==> config.mk <==
export PLATFORM = sky130hd
export DESIGN_NAME = truth_table_sweeper_flat
export DESIGN_NICKNAME = d
export VERILOG_FILES = /design/src/rtl/truth_table_sweeper_if.sv /design/src/rtl/truth_table_sweeper.sv /design/src/flat_wrapper.sv
export SDC_FILE = /design/constraint.sdc
export NUM_CORES = 1
export LEC_CHECK = 0
export CAP_MARGIN = 0
export CORE_MARGIN = 2
export CORE_UTILIZATION = 35
export DETAILED_ROUTE_END_ITERATION = 10
export HOLD_SLACK_MARGIN = 0.12
export PLACE_DENSITY = 0.55
export SLEW_MARGIN = 30
export SYNTH_ARGS = -nofsm -noshare
export SYNTH_HDL_FRONTEND = slang
export SYNTH_SLANG_ARGS = --single-unit
==> constraint.sdc <==
create_clock -name clk -period 4.3 [get_ports clk]
set_clock_uncertainty 0.1 [all_clocks]
set_input_delay 1.29 -clock clk [delete_from_list [all_inputs] [get_ports clk]]
set_output_delay 1.29 -clock clk [all_outputs]
set_load 0.005 [all_outputs]
==> src/rtl/truth_table_sweeper_if.sv <==
// Control/status bus of the truth-table sweeper: sweep request in, verdict and
// captured column out.
interface truth_table_sweeper_if #(
  parameter int N_IN = 4
);
  logic                   start;
  logic                   abort;
  logic                   busy;
  logic                   done;
  logic                   pass;
  logic [N_IN:0]          err_count;
  logic [N_IN-1:0]        first_err_vec;
  logic [(1<<N_IN)-1:0]   result;

  modport master (
    output start, abort,
    input  busy, done, pass, err_count, first_err_vec, result
  );

  modport slave (
    input  start, abort,
    output busy, done, pass, err_count, first_err_vec, result
  );
endinterface

==> src/rtl/truth_table_sweeper.sv <==
// Drives a combinational table through every input vector in ascending order,
// samples its output after HOLD cycles per vector and compares against EXPECT.
module truth_table_sweeper #(
  parameter int                   N_IN   = 4,
  parameter int                   HOLD   = 1,
  parameter logic [(1<<N_IN)-1:0] EXPECT = '0
) (
  input  logic                      clk,
  input  logic                      rst_n,
  truth_table_sweeper_if.slave      bus,
  input  logic                      dut_out,
  output logic [N_IN-1:0]           dut_in
);
  localparam int            HW   = (HOLD > 1) ? $clog2(HOLD) : 1;
  localparam logic [HW-1:0] CMAX = HW'(HOLD - 1);

  typedef enum logic [1:0] {IDLE, RUN, DONE} state_t;

  state_t        state;
  logic [HW-1:0] cnt;
  logic          mis;
  logic          hold_end;
  logic          last_vec;

  assign mis      = (dut_out != EXPECT[dut_in]);
  assign hold_end = (cnt == CMAX);
  assign last_vec = &dut_in;

  always_ff @(posedge clk or negedge rst_n) begin
    if (!rst_n) begin
      state             <= IDLE;
      cnt               <= '0;
      dut_in            <= '0;
      bus.busy          <= 1'b0;
      bus.done          <= 1'b0;
      bus.pass          <= 1'b0;
      bus.err_count     <= '0;
      bus.first_err_vec <= '0;
      bus.result        <= '0;
    end else begin
      case (state)
        IDLE: begin
          dut_in   <= '0;
          bus.done <= 1'b0;
          if (bus.start && !bus.abort) begin
            state             <= RUN;
            cnt               <= '0;
            bus.busy          <= 1'b1;
            bus.err_count     <= '0;
            bus.result        <= '0;
            bus.first_err_vec <= '0;
            bus.pass          <= 1'b0;
          end
        end
        RUN: begin
          if (bus.abort) begin
            state    <= IDLE;
            bus.busy <= 1'b0;
            dut_in   <= '0;
            bus.pass <= 1'b0;
          end else if (hold_end) begin
            cnt                <= '0;
            bus.result[dut_in] <= dut_out;
            if (mis) begin
              bus.err_count <= bus.err_count + (N_IN+1)'(1);
              // err_count still zero here means this is the sweep's first mismatch
              if (bus.err_count == '0) bus.first_err_vec <= dut_in;
            end
            if (last_vec) begin
              state    <= DONE;
              bus.busy <= 1'b0;
              bus.done <= 1'b1;
              bus.pass <= (bus.err_count == '0) && !mis;
            end else begin
              dut_in <= dut_in + 1'b1;
            end
          end else begin
            cnt <= cnt + 1'b1;
          end
        end
        DONE: begin
          state    <= IDLE;
          bus.done <= 1'b0;
          dut_in   <= '0;
        end
        default: state <= IDLE;
      endcase
    end
  end
endmodule

==> src/flat_wrapper.sv <==
// flat-port wrapper written by rule: the top's interface ports become plain ports
module truth_table_sweeper_flat 
#(
  parameter int                   N_IN   = 4,
  parameter int                   HOLD   = 1,
  parameter logic [(1<<N_IN)-1:0] EXPECT = '0
)
  (clk, rst_n, dut_out, dut_in, bus_start, bus_abort, bus_busy, bus_done, bus_pass, bus_err_count, bus_first_err_vec, bus_result);
  truth_table_sweeper_if #(.N_IN(N_IN)) bus_i ();
  input  logic clk;
  input  logic rst_n;
  input  logic dut_out;
  output logic [N_IN-1:0] dut_in;
  input wire logic [$bits(bus_i.start)-1:0] bus_start;
  input wire logic [$bits(bus_i.abort)-1:0] bus_abort;
  output wire logic [$bits(bus_i.busy)-1:0] bus_busy;
  output wire logic [$bits(bus_i.done)-1:0] bus_done;
  output wire logic [$bits(bus_i.pass)-1:0] bus_pass;
  output wire logic [$bits(bus_i.err_count)-1:0] bus_err_count;
  output wire logic [$bits(bus_i.first_err_vec)-1:0] bus_first_err_vec;
  output wire logic [$bits(bus_i.result)-1:0] bus_result;
  assign bus_i.start = bus_start;
  assign bus_i.abort = bus_abort;
  assign bus_busy = bus_i.busy;
  assign bus_done = bus_i.done;
  assign bus_pass = bus_i.pass;
  assign bus_err_count = bus_i.err_count;
  assign bus_first_err_vec = bus_i.first_err_vec;
  assign bus_result = bus_i.result;
  truth_table_sweeper #(.N_IN(N_IN), .HOLD(HOLD), .EXPECT(EXPECT)) u_core (.clk(clk), .rst_n(rst_n), .bus(bus_i), .dut_out(dut_out), .dut_in(dut_in));
endmodule
Word level (Yosys, flattened, before mapping)
Memory sizes are Yosys's and may differ from the RTL's.
Index checks and enable logic that the tools add are counted.

operators by class
  add/sub/neg operators = 3
  magnitude comparators = 2
  eq/ne operators = 12
  mux-type cells = 45
  reduce and logical (&&, ||, !) cells = 19

operators with widths
  operator                                                    count
  two-way mux 16 bit                                          3
  two-way mux 4 bit                                           8
  case mux 16 bit (2 select lines)                            1
  two-way mux 5 bit                                           4
  bitwise mux 16 bit                                          1
  case mux 4 bit (2 select lines)                             2
  AND reduction 4 bit                                         4
  two-way mux 1 bit                                           15
  case mux 5 bit (2 select lines)                             1
  AND reduction 3 bit                                         3
  two-way mux 2 bit                                           4
  inequality test 2 x 1 -> 1 bit, second input constant       4
  case mux 1 bit (2 select lines)                             4
  inequality test 3 bit, second input constant                2
  AND reduction 6 bit                                         1
  adder 5 x 1 -> 5 bit, second input constant                 1
  zero test 5 bit                                             1
  less-than comparator 4 x 5 -> 1 bit, second input constant  1
  AND reduction 5 bit                                         1
  adder 4 x 1 -> 4 bit, second input constant                 1
  demux 1 bit (select 4 bit)                                  1
  >= comparator 4 x 1 -> 1 bit, second input constant         1
  inequality test 2 bit, second input constant                2
  case mux 2 bit (2 select lines)                             1
  10 further kinds                                            14

storage, ports and cells
  bits in registers = 35
  memory bits (read-only) = 16
  output and inout port bits = 32
  memories kept = 1

memory list
  name              depth  bits a word  rd ports  clocked after Yosys merged registers in  wr ports  line                       source
  (name not given)  16     1            1         0                                        0         truth_table_sweeper.sv:25  assign mis = (dut_out != EXPECT[dut_in]);

Depth between registers and ports, before layout
Gate-level depths: netlist of the first run.

  word-level depth = 9
  depth in mapped cells = 7
  gate-level depth less buffers = 5

Worst setup path before layout of the first run
Ideal clock, no wire load.

  path kind = input port to flip-flop
  start point = in bus_abort
  end point = reg u_core.bus.pass
  setup time = 0.127 ns
  arrival = 1.975 ns
  required time = 4.073 ns
  path slack = 2.098 ns
  cell stages on the path = 5
  buffers on the path = 1
  path through = buf_2 nand2b_1 nor2b_1 o31ai_1 nand2_1

on the way
  longest elaborated chain between the ends = 4

RTL lines
  what                                             line                          source
  from (decl)                                      flat_wrapper.sv:15            input wire logic [$bits(bus_i.abort)-1:0] bus_abort;
  zero test 1 bit                                  truth_table_sweeper.sv:45     if (bus.start && !bus.abort) begin
  logical AND 1 bit                                truth_table_sweeper.sv:45
  inequality test 2 x 1 -> 1 bit (no source line)  n/a
  AND reduction 4 bit (no source line)             n/a
  to (signal assigned)                             truth_table_sweeper.sv:73     bus.pass <= (bus.err_count == '0) && !mis;
  to (decl)                                        truth_table_sweeper_if.sv:22  output busy, done, pass, err_count, first_err_vec, result

Several ways; a longest one is shown, not always the timed one.
A chain may end at the register's enable or synchronous reset.

Worst setup path in the final report of the first run
  start point = in bus_abort
  end point = reg u_core.bus.err_count[4]

on the way
  longest elaborated chain between the ends = 4

RTL lines
  what                                             line                          source
  zero test 1 bit                                  truth_table_sweeper.sv:45
  logical AND 1 bit                                truth_table_sweeper.sv:45
  inequality test 2 x 1 -> 1 bit (no source line)  n/a
  AND reduction 5 bit (no source line) *           n/a
  to (signal assigned)                             truth_table_sweeper.sv:65     bus.err_count <= bus.err_count + (N_IN+1)'(1);
  to (decl)                                        truth_table_sweeper_if.sv:22

Every way passes the cells marked *; elsewhere a longest branch is shown, timed or not.

==> results of run 1 <==
state kept, by name, indices dropped and copies added (netlist names):
register	cells
u_core.bus.busy	1
u_core.bus.done	1
u_core.bus.result	16
u_core.dut_in	4
u_core.state	2
u_core.bus.first_err_vec	4
u_core.bus.pass	1
u_core.bus.err_count	5
routing by layer:
| layer | up-vias | global-route usage (%) | wire length [um] |
|---|---|---|---|
| met5 | - | 0 | 0 |
| met4 | 0 | 5.82 | 61 |
| met3 | 5 | 4.62 | 181 |
| met2 | 33 | 26.3 | 2090 |
| met1 | 716 | 18.5 | 1980 |
| li1 | 735 | - | - |
power by group:
part	total (uW)	switching, uW	internal (uW)
logic	144	72.8	70.7
clock network	245	116	129
registers	366	29.1	336
area by class of cell:
| type | instances | area, sq um | share of cell area, % |
|---|---|---|---|
| repair buffers | 38 | 375 | 16.2 |
| flip-flops and latches | 34 | 851 | 36.7 |
| multi-input cells | 138 | 898 | 38.7 |
| well taps | 70 | 87.6 | 3.78 |
| clock inverters | 1 | 5.00 | 0.216 |
| clock buffers | 7 | 86.3 | 3.72 |
| inverters | 4 | 15.0 | 0.648 |
critical path, stage by stage:
cell             delay [ns]
clkdlybuf4s50_1        0.68
nor2_2                 0.21
o21ai_1                0.08
buf_4                  0.24
or4b_1                 0.50
nand3_1                0.09
synthesized netlist by cell type:
library cell / n / area share [%]
nor3b_4: 1 / 1.0
nand3b_1: 1 / 0.41
nor4b_2: 1 / 0.82
nor3b_1: 2 / 0.82
nor3_1: 3 / 0.82
buf_6: 1 / 0.62
mux2i_1: 1 / 0.55
o21ai_2: 1 / 0.48
a21bo_1: 4 / 2.2
nor2b_1: 5 / 1.7
nand2b_1: 4 / 1.4
or4b_1: 1 / 0.55
and3_1: 1 / 0.34
inv_1: 4 / 0.82
clkbuf_1: 2 / 0.41
nand4_1: 5 / 1.7
nand2b_4: 1 / 0.75
nor2_1: 11 / 2.3
or2_2: 2 / 0.68
buf_2: 9 / 2.5
nand2_2: 3 / 1.0
nand3_1: 7 / 1.9
o31ai_1: 1 / 0.41
a21oi_1: 4 / 1.1
o21ai_1: 29 / 7.9
o221a_2: 2 / 1.2
nand2_1: 8 / 1.6
a22o_1: 1 / 0.48
or2_1: 1 / 0.34
a21boi_0: 14 / 5.7
nor3_4: 1 / 0.89
nor4_2: 1 / 0.68
o21ai_0: 10 / 2.7
and2_1: 1 / 0.34
nor2_2: 1 / 0.34
ha_1: 6 / 4.1
xnor2_1: 1 / 0.48
a21boi_1: 2 / 0.82
and2b_1: 1 / 0.41
dfrtp_1: 34 / 47
per-stage QoR:
stage	instance area [sq um]	power, uW	hold WS (ns)
2_1_floorplan	1830	448	0.372
3_3_place_gp	2230	512	0.364
3_5_place_dp	2230	517	0.365
4_1_cts	2320	764	0.385
5_1_grt	2320	796	0.403
6_report	2320	754	0.384
final timing paths:
check / start / to / cells past startpoint
min: u_core.bus.first_err_vec[0] / u_core.bus.first_err_vec[0] / 1
max reg2reg: u_core.state[0] / u_core.bus.first_err_vec[0] / 4
max in group asynchronous: rst_n / u_core.bus.busy / 2
min in group asynchronous: rst_n / u_core.bus.result[12] / 2
max: bus_abort / u_core.bus.err_count[4] / 6
min reg2reg: u_core.bus.first_err_vec[0] / u_core.bus.first_err_vec[0] / 1
kinds of logic (layout without fill, tap and decap cells):
kind of cell    Yosys count  count (layout)  synth area share [%]
compound gates           68              68                  23.1
mux                       1               1                 0.548
buf+inv                  16              50                  4.31
xor+xnor                  1               1                 0.479
fa+ha+maj                 6               6                  4.11
flops                    34              34                  46.5
simple gates             62              62                  20.9
==> impl_metrics.env, run 1 <==
export IMPL_status="completed"
export IMPL_final_common_cell="clkdlybuf4s50_1"
export IMPL_finalCoreUtilization_pct=45.7
export IMPL_layout_cell_share_with_drive_strength_beyond_1_pct=10.4
export IMPL_peakVddDrop_mv=0.174
export IMPL_critPathCaptureType="register"
export IMPL_cts_root_buf="clkbuf_8"
export IMPL_postCtsSetupRepairBufs=0
export IMPL_r2r_setup_slack_ns=2.15
export IMPL_critPathLaunchType="input port"
export IMPL_antenna_diode_count=0
export IMPL_post_drt_wl_per_cell_um=14.8
export IMPL_gr_usage_all_layers_pct=15.5
export IMPL_port_buffer_count=36
export IMPL_floorplan_core_area_sq_um=5070
export IMPL_detail_route_vias_per_cell=5.10
export IMPL_power_leakage_uw=0.000990
export IMPL_rsz0062_at_grt="false"
export IMPL_hold_viol_final=0
export IMPL_grt_first_pass_wirelength_mm=7.17
export IMPL_cts_hold_repair_buffers=0
export IMPL_slew_headroom_pct=41.9
export IMPL_finalWorstPathRequiredPeriod_ns=2.97
export IMPL_post_synth_instance_area_sq_um=1830
export IMPL_slew_viol_final=0
export IMPL_die_width_um=76.3
export IMPL_synth_nets=199
export IMPL_yosys_warnings=0
export IMPL_vias=1489
export IMPL_cts_buffers_inserted=5
export IMPL_cts_buffer_depth=2
export IMPL_number_of_different_library_cells_in_the_post_synthesis_netlist=40
export IMPL_clock_sinks=34
export IMPL_path_class="in -> reg"
export IMPL_htreeDepth=2
export IMPL_synthesis_stage_register_bit_count=34
export IMPL_synth_cells=188
export IMPL_fillers=511
export IMPL_postRouteAntennaNets=0
export IMPL_wirelength_mm=4.32
export IMPL_nNetsFinal=232
export IMPL_cts_tree="done"
export IMPL_cp_data_required_time_ns=4.43
export IMPL_postLayoutSetupSlackWorst_ns=1.33
export IMPL_worst_slew_pin_transition_ns=0.872
export IMPL_clk_insertion_delay_late_ns=0.29
export IMPL_final_cell_count_no_fill=292
export IMPL_highest_count_cells_in_the_layout_ignoring_fill_and_taps="clkdlybuf4s50_1 (36), dfrtp_1 (34), o21ai_1 (29)"
export IMPL_drt_iter0_drc=75
export IMPL_number_of_antenna_violations_at_the_first_check_in_global_routing=0
export IMPL_synth_area_per_cell_sq_um=9.72
export IMPL_cts_clk_slew_worst_paths_ns=0.07
export IMPL_post_cts_resize_count=0
export IMPL_placementRows=26
export IMPL_timing_fmax_mhz=336
export IMPL_placed_cells=284
export IMPL_class_of_the_worst_hold_path="reg -> reg"
export IMPL_firstDrtPassIters=4
export IMPL_grt_pass1_vias=1517
export IMPL_grt_max_degree=35
export IMPL_post_place_ws_ns=1.01
export IMPL_power_density_cell_area_nw_per_um2=325
export IMPL_timing_final_crit_share_pct=69.1
export IMPL_dpl_hpwl_mm=3.06
export IMPL_place_gp_congestion=0.743
export IMPL_cp_max_fo=21
export IMPL_seq_area_frac_synth_pct=46.5
export IMPL_drc=0
export IMPL_totalNegativeSetupSlack_ns=0
export IMPL_syn2layout_area_growth_pct=26.8
export IMPL_initial_core_utilization_pct=36.0
export IMPL_worst_ep_arrival_time_ns=3.10
export IMPL_setup_viol=0
export IMPL_grt_remaining_overflow=0
export IMPL_floorplan_die_height_um=76.3
export IMPL_cap_viol_max_count=0
export IMPL_die_area_sq_um=5820
export IMPL_ioPinCount=37
Note: power is estimated with default switching activity, not from simulation.
==> run 2, diff against run 1 <==
clock period = 3 ns   (was 4.3 ns; I/O delays follow)
==> run 2 against run 1 <==
Register-to-register slack got worse by 1.0 ns. Via count is 0.13% lower. Utilization up 0.30 points. First-iteration DRC count rose by 33%. Design area increased by 0.65%. Clock power increased by 43%. Wire length decreased by 0.49%. Combinational power grew 48%. Die area did not move. Power increased by 44%. Largest cell class unchanged. Highest routed layer unchanged.
==> impl_metrics.env, run 2 (synthesized netlist as in run 1, its figures left out) <==
export IMPL_placementRows=26
export IMPL_cts_buffers_inserted=5
export IMPL_port_buffer_count=36
export IMPL_nNetsFinal=234
export IMPL_largest_registers="u_core.bus.result (16), u_core.bus.err_count (5)"
export IMPL_largest_reg_flops=16
export IMPL_floorplan_core_area_sq_um=5070
export IMPL_power_leakage_uw=0.00100
export IMPL_gr_usage_all_layers_pct=16.2
export IMPL_timing_fmax_mhz=402
export IMPL_timing_final_crit_share_pct=83.0
export IMPL_cp_data_required_time_ns=2.00
export IMPL_critPathMaxStageDelay_ns=0.61
export IMPL_r2r_setup_slack_ns=1.15
export IMPL_post_place_ws_ns=0.463
export IMPL_grt_pass1_vias=1566
export IMPL_floorplan_die_height_um=76.3
export IMPL_die_area_sq_um=5820
export IMPL_syn2layout_area_growth_pct=27.7
export IMPL_number_of_antenna_violations_at_the_first_check_in_global_routing=0
export IMPL_whs_path_depth=1
export IMPL_ioPinCount=37
export IMPL_post_cts_resize_count=0
export IMPL_drt_iter0_drc=100
export IMPL_top_register="u_core.bus.result"
export IMPL_rsz0062_at_grt="false"
export IMPL_grt_max_degree=35
export IMPL_hold_viol_final=0
export IMPL_firstDrtPassIters=4
export IMPL_finalWorstPathRequiredPeriod_ns=2.49
export IMPL_peakVddDrop_mv=0.227
export IMPL_postCtsSetupRepairBufs=0
export IMPL_clock_sinks=34
export IMPL_cts_buffer_depth=2
export IMPL_initial_core_utilization_pct=36.0
export IMPL_fillers=494
export IMPL_post_drt_wl_per_cell_um=14.6
export IMPL_dpl_hpwl_mm=3.08
export IMPL_slew_headroom_pct=58.3
export IMPL_path_delay_family="flip-flops"
export IMPL_cts_root_buf="clkbuf_8"
export IMPL_holdCritStartpoint="u_core.bus.first_err_vec[3]"
export IMPL_final_common_cell="clkdlybuf4s50_1"
export IMPL_antenna_diode_count=0
export IMPL_detail_route_vias_per_cell=5.06
export IMPL_cap_viol_max_count=0
export IMPL_grt_remaining_overflow=0
export IMPL_cp_max_fo=14
export IMPL_reg2reg_to="u_core.bus.result[11]"
export IMPL_r2r_cells=5
export IMPL_status="completed"
export IMPL_postLayoutSetupSlackWorst_ns=0.510
export IMPL_timing_critical_path_slowest_stage_cell="dfrtp_1"
export IMPL_cts_clk_slew_worst_paths_ns=0.07
export IMPL_vias=1487
export IMPL_drc=0
export IMPL_class_of_the_worst_hold_path="reg -> reg"
export IMPL_grt_first_pass_wirelength_mm=7.58
export IMPL_highest_count_cells_in_the_layout_ignoring_fill_and_taps="clkdlybuf4s50_1 (36), dfrtp_1 (34), o21ai_1 (29)"
export IMPL_critPathCaptureType="primary output"
export IMPL_critPathLaunchType="register"
export IMPL_path_buf_inv=1
export IMPL_postRouteAntennaNets=0
export IMPL_worst_ep_arrival_time_ns=1.49
export IMPL_critical_path_cell_chain="clkdlybuf4s50_1"
export IMPL_place_gp_congestion=0.780
export IMPL_wirelength_mm=4.30
export IMPL_setup_viol=0
export IMPL_slew_viol_final=0
export IMPL_clk_insertion_delay_late_ns=0.28
export IMPL_reg2reg_from="u_core.state[0]"
export IMPL_holdPathEnd="u_core.bus.first_err_vec[3]"
export IMPL_power_density_cell_area_nw_per_um2=465
export IMPL_cts_tree="done"
export IMPL_totalNegativeSetupSlack_ns=0
export IMPL_path_class="reg -> out"
export IMPL_htreeDepth=2
export IMPL_cts_hold_repair_buffers=0
export IMPL_layout_cell_share_with_drive_strength_beyond_1_pct=11.2
export IMPL_worst_slew_pin_transition_ns=0.623
export IMPL_die_width_um=76.3
==> run 2: cell count changes in the layout (fill, tap and decap cells not counted), sizes merged <==
cell and delta:
buf +2
==> run 2: worst max path at each step <==
stage | from | to | slack (ns) | cells past startpoint
after floorplan | bus_abort | u_core.bus.pass | 1.19 | 5
after global placement | dut_out | u_core.bus.first_err_vec[2] | 0.54 | 5
final | u_core.dut_in[2] | dut_in[2] | 0.51 | 1
after global routing | u_core.dut_in[2] | dut_in[2] | 0.43 | 1
after detailed placement | dut_out | u_core.bus.first_err_vec[1] | 0.46 | 5
after CTS | u_core.dut_in[2] | dut_in[2] | 0.48 | 1
==> run 2: metrics by stage <==
| stage | area, sq um | instances | utilization, % | power [uW] | hold WS [ns] |
|---|---|---|---|---|---|
| floorplan | 1830 | 188 | - | 643 | 0.372 |
| global placement | 2240 | 286 | 44.2 | 741 | 0.369 |
| detailed placement | 2240 | 286 | 44.2 | 743 | 0.368 |
| CTS | 2330 | 294 | 46.0 | 1100 | 0.389 |
| global route | 2330 | 294 | 46.0 | 1150 | 0.409 |
| finish | 2330 | 294 | 46.0 | 1080 | 0.384 |
==> run 2: layer usage <==
layer | track usage (%) | wire, um | vias up | part of all wire, %
met1 | 20.2 | 1990 | 718 | 46
met2 | 27.3 | 2060 | 29 | 48
met3 | 4.50 | 197 | 7 | 4.6
li1 | - | - | 733 | -
met5 | 0 | 0 | - | 0
met4 | 5.09 | 55 | 0 | 1.3
==> run 2: report_power, final <==
part | leakage (uW) | internal, uW | switching [uW]
clock | 0.0000482 | 185 | 165
sequential | 0.000466 | 482 | 38.3
combinational | 0.000486 | 104 | 109
total | 0.00100 | 771 | 313
==> run 2: area by class of cell <==
class	instances	area, sq um	area share, %
clock buffers	7	86.3	3.70
clock inverters	1	5.00	0.214
inverters	4	15.0	0.643
multi-input cells	138	898	38.5
flip-flops and latches	34	851	36.5
well taps	70	87.6	3.75
repair buffers	40	390	16.7
==> edit 1 (config.mk and constraints of run 1) <==
Register the output `dut_in` once more, cleared by the reset; this adds one clock of latency there. The other outputs are not delayed to match.
--- a/src/rtl/truth_table_sweeper.sv
+++ b/src/rtl/truth_table_sweeper.sv
@@ -18,2 +18,4 @@
 
+  logic [N_IN-1:0] dut_in_s0;
+
   state_t        state;
@@ -24,5 +26,5 @@
 
-  assign mis      = (dut_out != EXPECT[dut_in]);
+  assign mis      = (dut_out != EXPECT[dut_in_s0]);
   assign hold_end = (cnt == CMAX);
-  assign last_vec = &dut_in;
+  assign last_vec = &dut_in_s0;
 
@@ -32,3 +34,3 @@
       cnt               <= '0;
-      dut_in            <= '0;
+      dut_in_s0         <= '0;
       bus.busy          <= 1'b0;
@@ -42,3 +44,3 @@
         IDLE: begin
-          dut_in   <= '0;
+          dut_in_s0 <= '0;
           bus.done <= 1'b0;
@@ -58,3 +60,3 @@
             bus.busy <= 1'b0;
-            dut_in   <= '0;
+            dut_in_s0 <= '0;
             bus.pass <= 1'b0;
@@ -62,3 +64,3 @@
             cnt                <= '0;
-            bus.result[dut_in] <= dut_out;
+            bus.result[dut_in_s0] <= dut_out;
             if (mis) begin
@@ -66,3 +68,3 @@
               // err_count still zero here means this is the sweep's first mismatch
-              if (bus.err_count == '0) bus.first_err_vec <= dut_in;
+              if (bus.err_count == '0) bus.first_err_vec <= dut_in_s0;
             end
@@ -74,3 +76,3 @@
             end else begin
-              dut_in <= dut_in + 1'b1;
+              dut_in_s0 <= dut_in_s0 + 1'b1;
             end
@@ -83,3 +85,3 @@
           bus.done <= 1'b0;
-          dut_in   <= '0;
+          dut_in_s0 <= '0;
         end
@@ -89,2 +91,10 @@
   end
+  always_ff @(posedge clk or negedge rst_n) begin
+    if (!rst_n) begin
+      dut_in <= '0;
+    end else begin
+      dut_in <= dut_in_s0;
+    end
+  end
+
 endmodule
Check against the original RTL: not equivalent (a bounded check fails within 4 cycles, from zero or initial values and one cycle with rst_n low).
==> edit 1 against run 1 <==
Power rose by 1.8%; wire length rose by 9.3%; combinational power fell by 8%; sequential cell count rose by 4; sequential share of layout area rose by 2.9 points; sequential power rose by 9.3%; global-route usage rose by 0.71 points; worst setup slack got worse by 0.27 ns; cell area rose by 3.5%; synthesized area rose by 5.6%; clock power fell by 4%.
==> edit 1: results <==
[run_status]
status = completed

[synth]
yosysUniqueCellTypes = 43
synthCells = 183
synthTopCellsByArea = dfrtp_1 (49%), o211ai_1 (5.1%), ha_1 (3.9%), a22o_1 (3.2%), nand3_1 (3.1%)
async_reset_ff_frac = 1.00
synth_seq_area_share = 0.493
yosysWarnings = 0
yosys-top-cells-count = dfrtp_1 (38), o211ai_1 (13), nand3_1 (12), o21ai_0 (11), clkbuf_1 (9)
synth_fp_nets = 194
synth_flop_cell = dfrtp_1

[detailed_routing]
firstDrtPassIters = 4
num_vias = 1595
drtIter0Drc = 87
wl_per_cell_microns = 16.6

[power_and_ir_drop]
vdd_ir_drop_max_mv = 0.169
p_leak_uw = 0.000973

[grt]
grt_antenna_before_repair = 0
grt_pass1_vias = 1531
grt_max_degree = 39
track_usage = 0.162
grt_first_pass_wirelength_microns = 7860

[clock_network]
path_clk_slew_ns = 0.08
postCtsSetupBuffers = 0
clockRootBuffer = clkbuf_8
clockBufferDepth = 2
cts_resized = 0
cts_made_buffers = 5
h-tree-depth = 2
insertion_delay_ns = 0.29

[layout]
fill_cells = 524
final_cell_count_no_fill = 285
drive_above_1_share = 0.0657
reg_top3 = u_core.bus.result: 16 flops, u_core.bus.err_count: 5 flops
n_antenna_cell = 0
fin_nets = 224

[placed_design]
place.gp.congestion = 0.853
pre_cts_ws_ns = 0.745
placed_cell_area_sq_mm = 0.00232
portBuffers = 36
placedCellCount = 278
dpl.hpwl_microns = 3230

[min_path]
hp-class = flip-flop to flip-flop
min_delay_path_depth = 1

[critical_path]
reg2reg_depth = 4
critical_path_peak_fanout = 16
worstPathArrival_ns = 3.32

[sta]
slew_headroom = 0.488
==> edit 1: area by class of cell <==
cell class	instances	area (sq um)	area share
flip-flops and latches	38	951	0.396
multi-input cells	124	891	0.371
repair buffers	36	358	0.149
well taps	72	90.1	0.0376
clock buffers	5	68.8	0.0287
inverters	8	30.0	0.0125
clock inverters	2	10.0	0.00417
==> edit 1: critical path, stage by stage <==
cell and delay, ns:
clkdlybuf4s50_1 0.63, or4b_1 0.85, and3_1 0.29, a221o_1 0.25
==> edit 1: stage by stage <==
step | hold slack, ns | total power [uW] | util
2_1_floorplan | 0.315 | 472 | -
6_report | 0.400 | 768 | 0.444
3_5_place_dp | 0.384 | 540 | 0.429
4_1_cts | 0.404 | 777 | 0.443
3_3_place_gp | 0.380 | 537 | 0.429
5_1_grt | 0.428 | 805 | 0.444
==> edit 1: where the power goes <==
| group | leakage (uW) | total (uW) | internal (uW) | switching, uW |
|---|---|---|---|---|
| Combinational | 0.000441 | 132 | 69.0 | 62.8 |
| Clock | 0.0000438 | 236 | 109 | 127 |
| Sequential | 0.000488 | 400 | 378 | 21.8 |
==> edit 1: path summary, 6_finish.rpt <==
check	slack (ns)	startpoint	endpoint
max in group asynchronous	2.89	rst_n	u_core.bus.result[13]
hold reg to reg	0.40	u_core.bus.done	u_core.bus.done
min in group asynchronous	0.86	rst_n	u_core.state[0]
setup / recovery	1.05	bus_abort	u_core.bus.result[12]
hold / removal	0.40	u_core.bus.done	u_core.bus.done
setup reg to reg	2.12	u_core.dut_in_s0[1]	u_core.bus.result[15]
==> edit 1: cell families after synthesis <==
family / after synthesis / share of synthesized area
muxes: 2 / 0.0110
AOI/OAI and AO/OA: 54 / 0.210
buffers and inverters: 21 / 0.0460
adders and majority gates: 6 / 0.0389
and+or+nand+nor: 62 / 0.202
DFF: 38 / 0.493
==> edit 1: layer usage <==
layer / up-vias / wire, microns / GRT usage
li1: 761 / - / -
met1: 790 / 2200 / 0.219
met2: 38 / 2210 / 0.258
met3: 6 / 236 / 0.0368
met4: 0 / 70 / 0.0526
met5: - / 0 / 0
==> edit 2 (flow settings as in run 1) <==
Without the edit above. `N_IN` is set to 4 in 3 places; all go to 3.
--- a/src/rtl/truth_table_sweeper_if.sv
+++ b/src/rtl/truth_table_sweeper_if.sv
@@ -3,3 +3,3 @@
 interface truth_table_sweeper_if #(
-  parameter int N_IN = 4
+  parameter int N_IN = 3
 );
--- a/src/rtl/truth_table_sweeper.sv
+++ b/src/rtl/truth_table_sweeper.sv
@@ -3,3 +3,3 @@
 module truth_table_sweeper #(
-  parameter int                   N_IN   = 4,
+  parameter int                   N_IN   = 3,
   parameter int                   HOLD   = 1,
--- a/src/flat_wrapper.sv
+++ b/src/flat_wrapper.sv
@@ -3,3 +3,3 @@
 #(
-  parameter int                   N_IN   = 4,
+  parameter int                   N_IN   = 3,
   parameter int                   HOLD   = 1,
Ports: changed (resized bus_err_count, bus_first_err_vec, bus_result and dut_in); port bits go from 37 to 26. The function was not compared with the original's and may differ.
==> edit 2 against run 1 <==
Synthesized cell count down 29%; cell area down 31%; worst setup slack better by 0.015 ns; critical path depth down 5; wire length down 37%; non-clock buffer count down 13; synthesized area down 27%; power down 42%; sequential cell count down 11; core utilization down 1.9 points; die area down 26%; worst hold slack better by 0.032 ns; largest power group unchanged; highest routed layer unchanged.
==> edit 2: results <==
[grt]
grt_pass1_vias = 951
grt_use_met1 = 0.182
use_met2 = 0.234
track_usage = 0.141
grt_first_pass_wirelength_microns = 4590

[min_path]
hold_end = u_core.bus.done

[synth]
synth_seq_area_share = 0.432
yosysUniqueCellTypes = 38
synthTopCellsByArea = dfrtp_1 (43%), mux2i_1 (5.3%), a211oi_1 (4.5%), nand2_1 (4.5%), inv_1 (4.2%)
yosys-top-cells-count = dfrtp_1 (23), nand2_1 (16), inv_1 (15), a211oi_1 (8), mux2i_1 (7)
synth_fp_nets = 142
synth_area_sq_mm = 0.00133
syn-mean-instance-area_sq_um = 10.0

[detailed_routing]
drtIter0Drc = 26
wl_per_cell_microns = 13.6
viasPerCell = 4.97
met2WireLength_microns = 1340

[layout]
clkbuf_count = 4
multi_input_cells = 85
reg_top3 = u_core.bus.result: 8 flops, u_core.bus.err_count: 4 flops
buffers_excl_clock = 25
clk_share = 0.0281
fin_nets = 162
drive_above_1_share = 0.0987
final_cell_count_no_fill = 200
utilization = 0.438

[critical_path]
crit_family = flip-flops
cp-startpoint = u_core.dut_in[2]
slowest_delay_ns = 0.70
crit_end = dut_in[2]
cp_slowest_cell = dfrtp_1
critical_path_peak_fanout = 18

[sta]
whs_ns = 0.416
min_period_ns = 2.96

[power_and_ir_drop]
power_frac_seq = 0.541
seq-power_uw = 238
vdd_ir_drop_max_mv = 0.0965
p_leak_uw = 0.000634
clockPowerShare = 0.304
power.internal_uw = 327

[clock_network]
insertion_delay_ns = 0.26

[placed_design]
dpl.hpwl_microns = 1910
placed_cell_area_sq_mm = 0.00156
pre_cts_ws_ns = 1.17
place.gp.congestion = 0.711

[run_status]
status = completed
## edit 2: cell types whose count changed in the layout (fill, tap and decap cells not counted), sizes merged, moves of 5 or more
| cell | before | now |
|---|---|---|
| dfrtp | 34 | 23 |
| o22ai | 0 | 6 |
| inv | 4 | 15 |
| a21boi | 16 | 3 |
| a211oi | 0 | 9 |
| or3b | 0 | 7 |
| clkdlybuf4s50 | 36 | 24 |
| nand2 | 11 | 16 |
| o21ai | 40 | 3 |
| nand4 | 5 | 0 |
| nor2 | 12 | 3 |
| mux2i | 1 | 7 |
| nand3 | 7 | 2 |
## edit 2: cell families after synthesis
family | Yosys count | share of synthesized area
flip-flops | 23 | 0.432
multiplexers | 8 | 0.0611
adder cells (fa/ha/maj) | 4 | 0.0376
AO/OA/AOI/OAI | 32 | 0.190
AND/OR/NAND/NOR | 41 | 0.178
buffers and inverters | 25 | 0.101
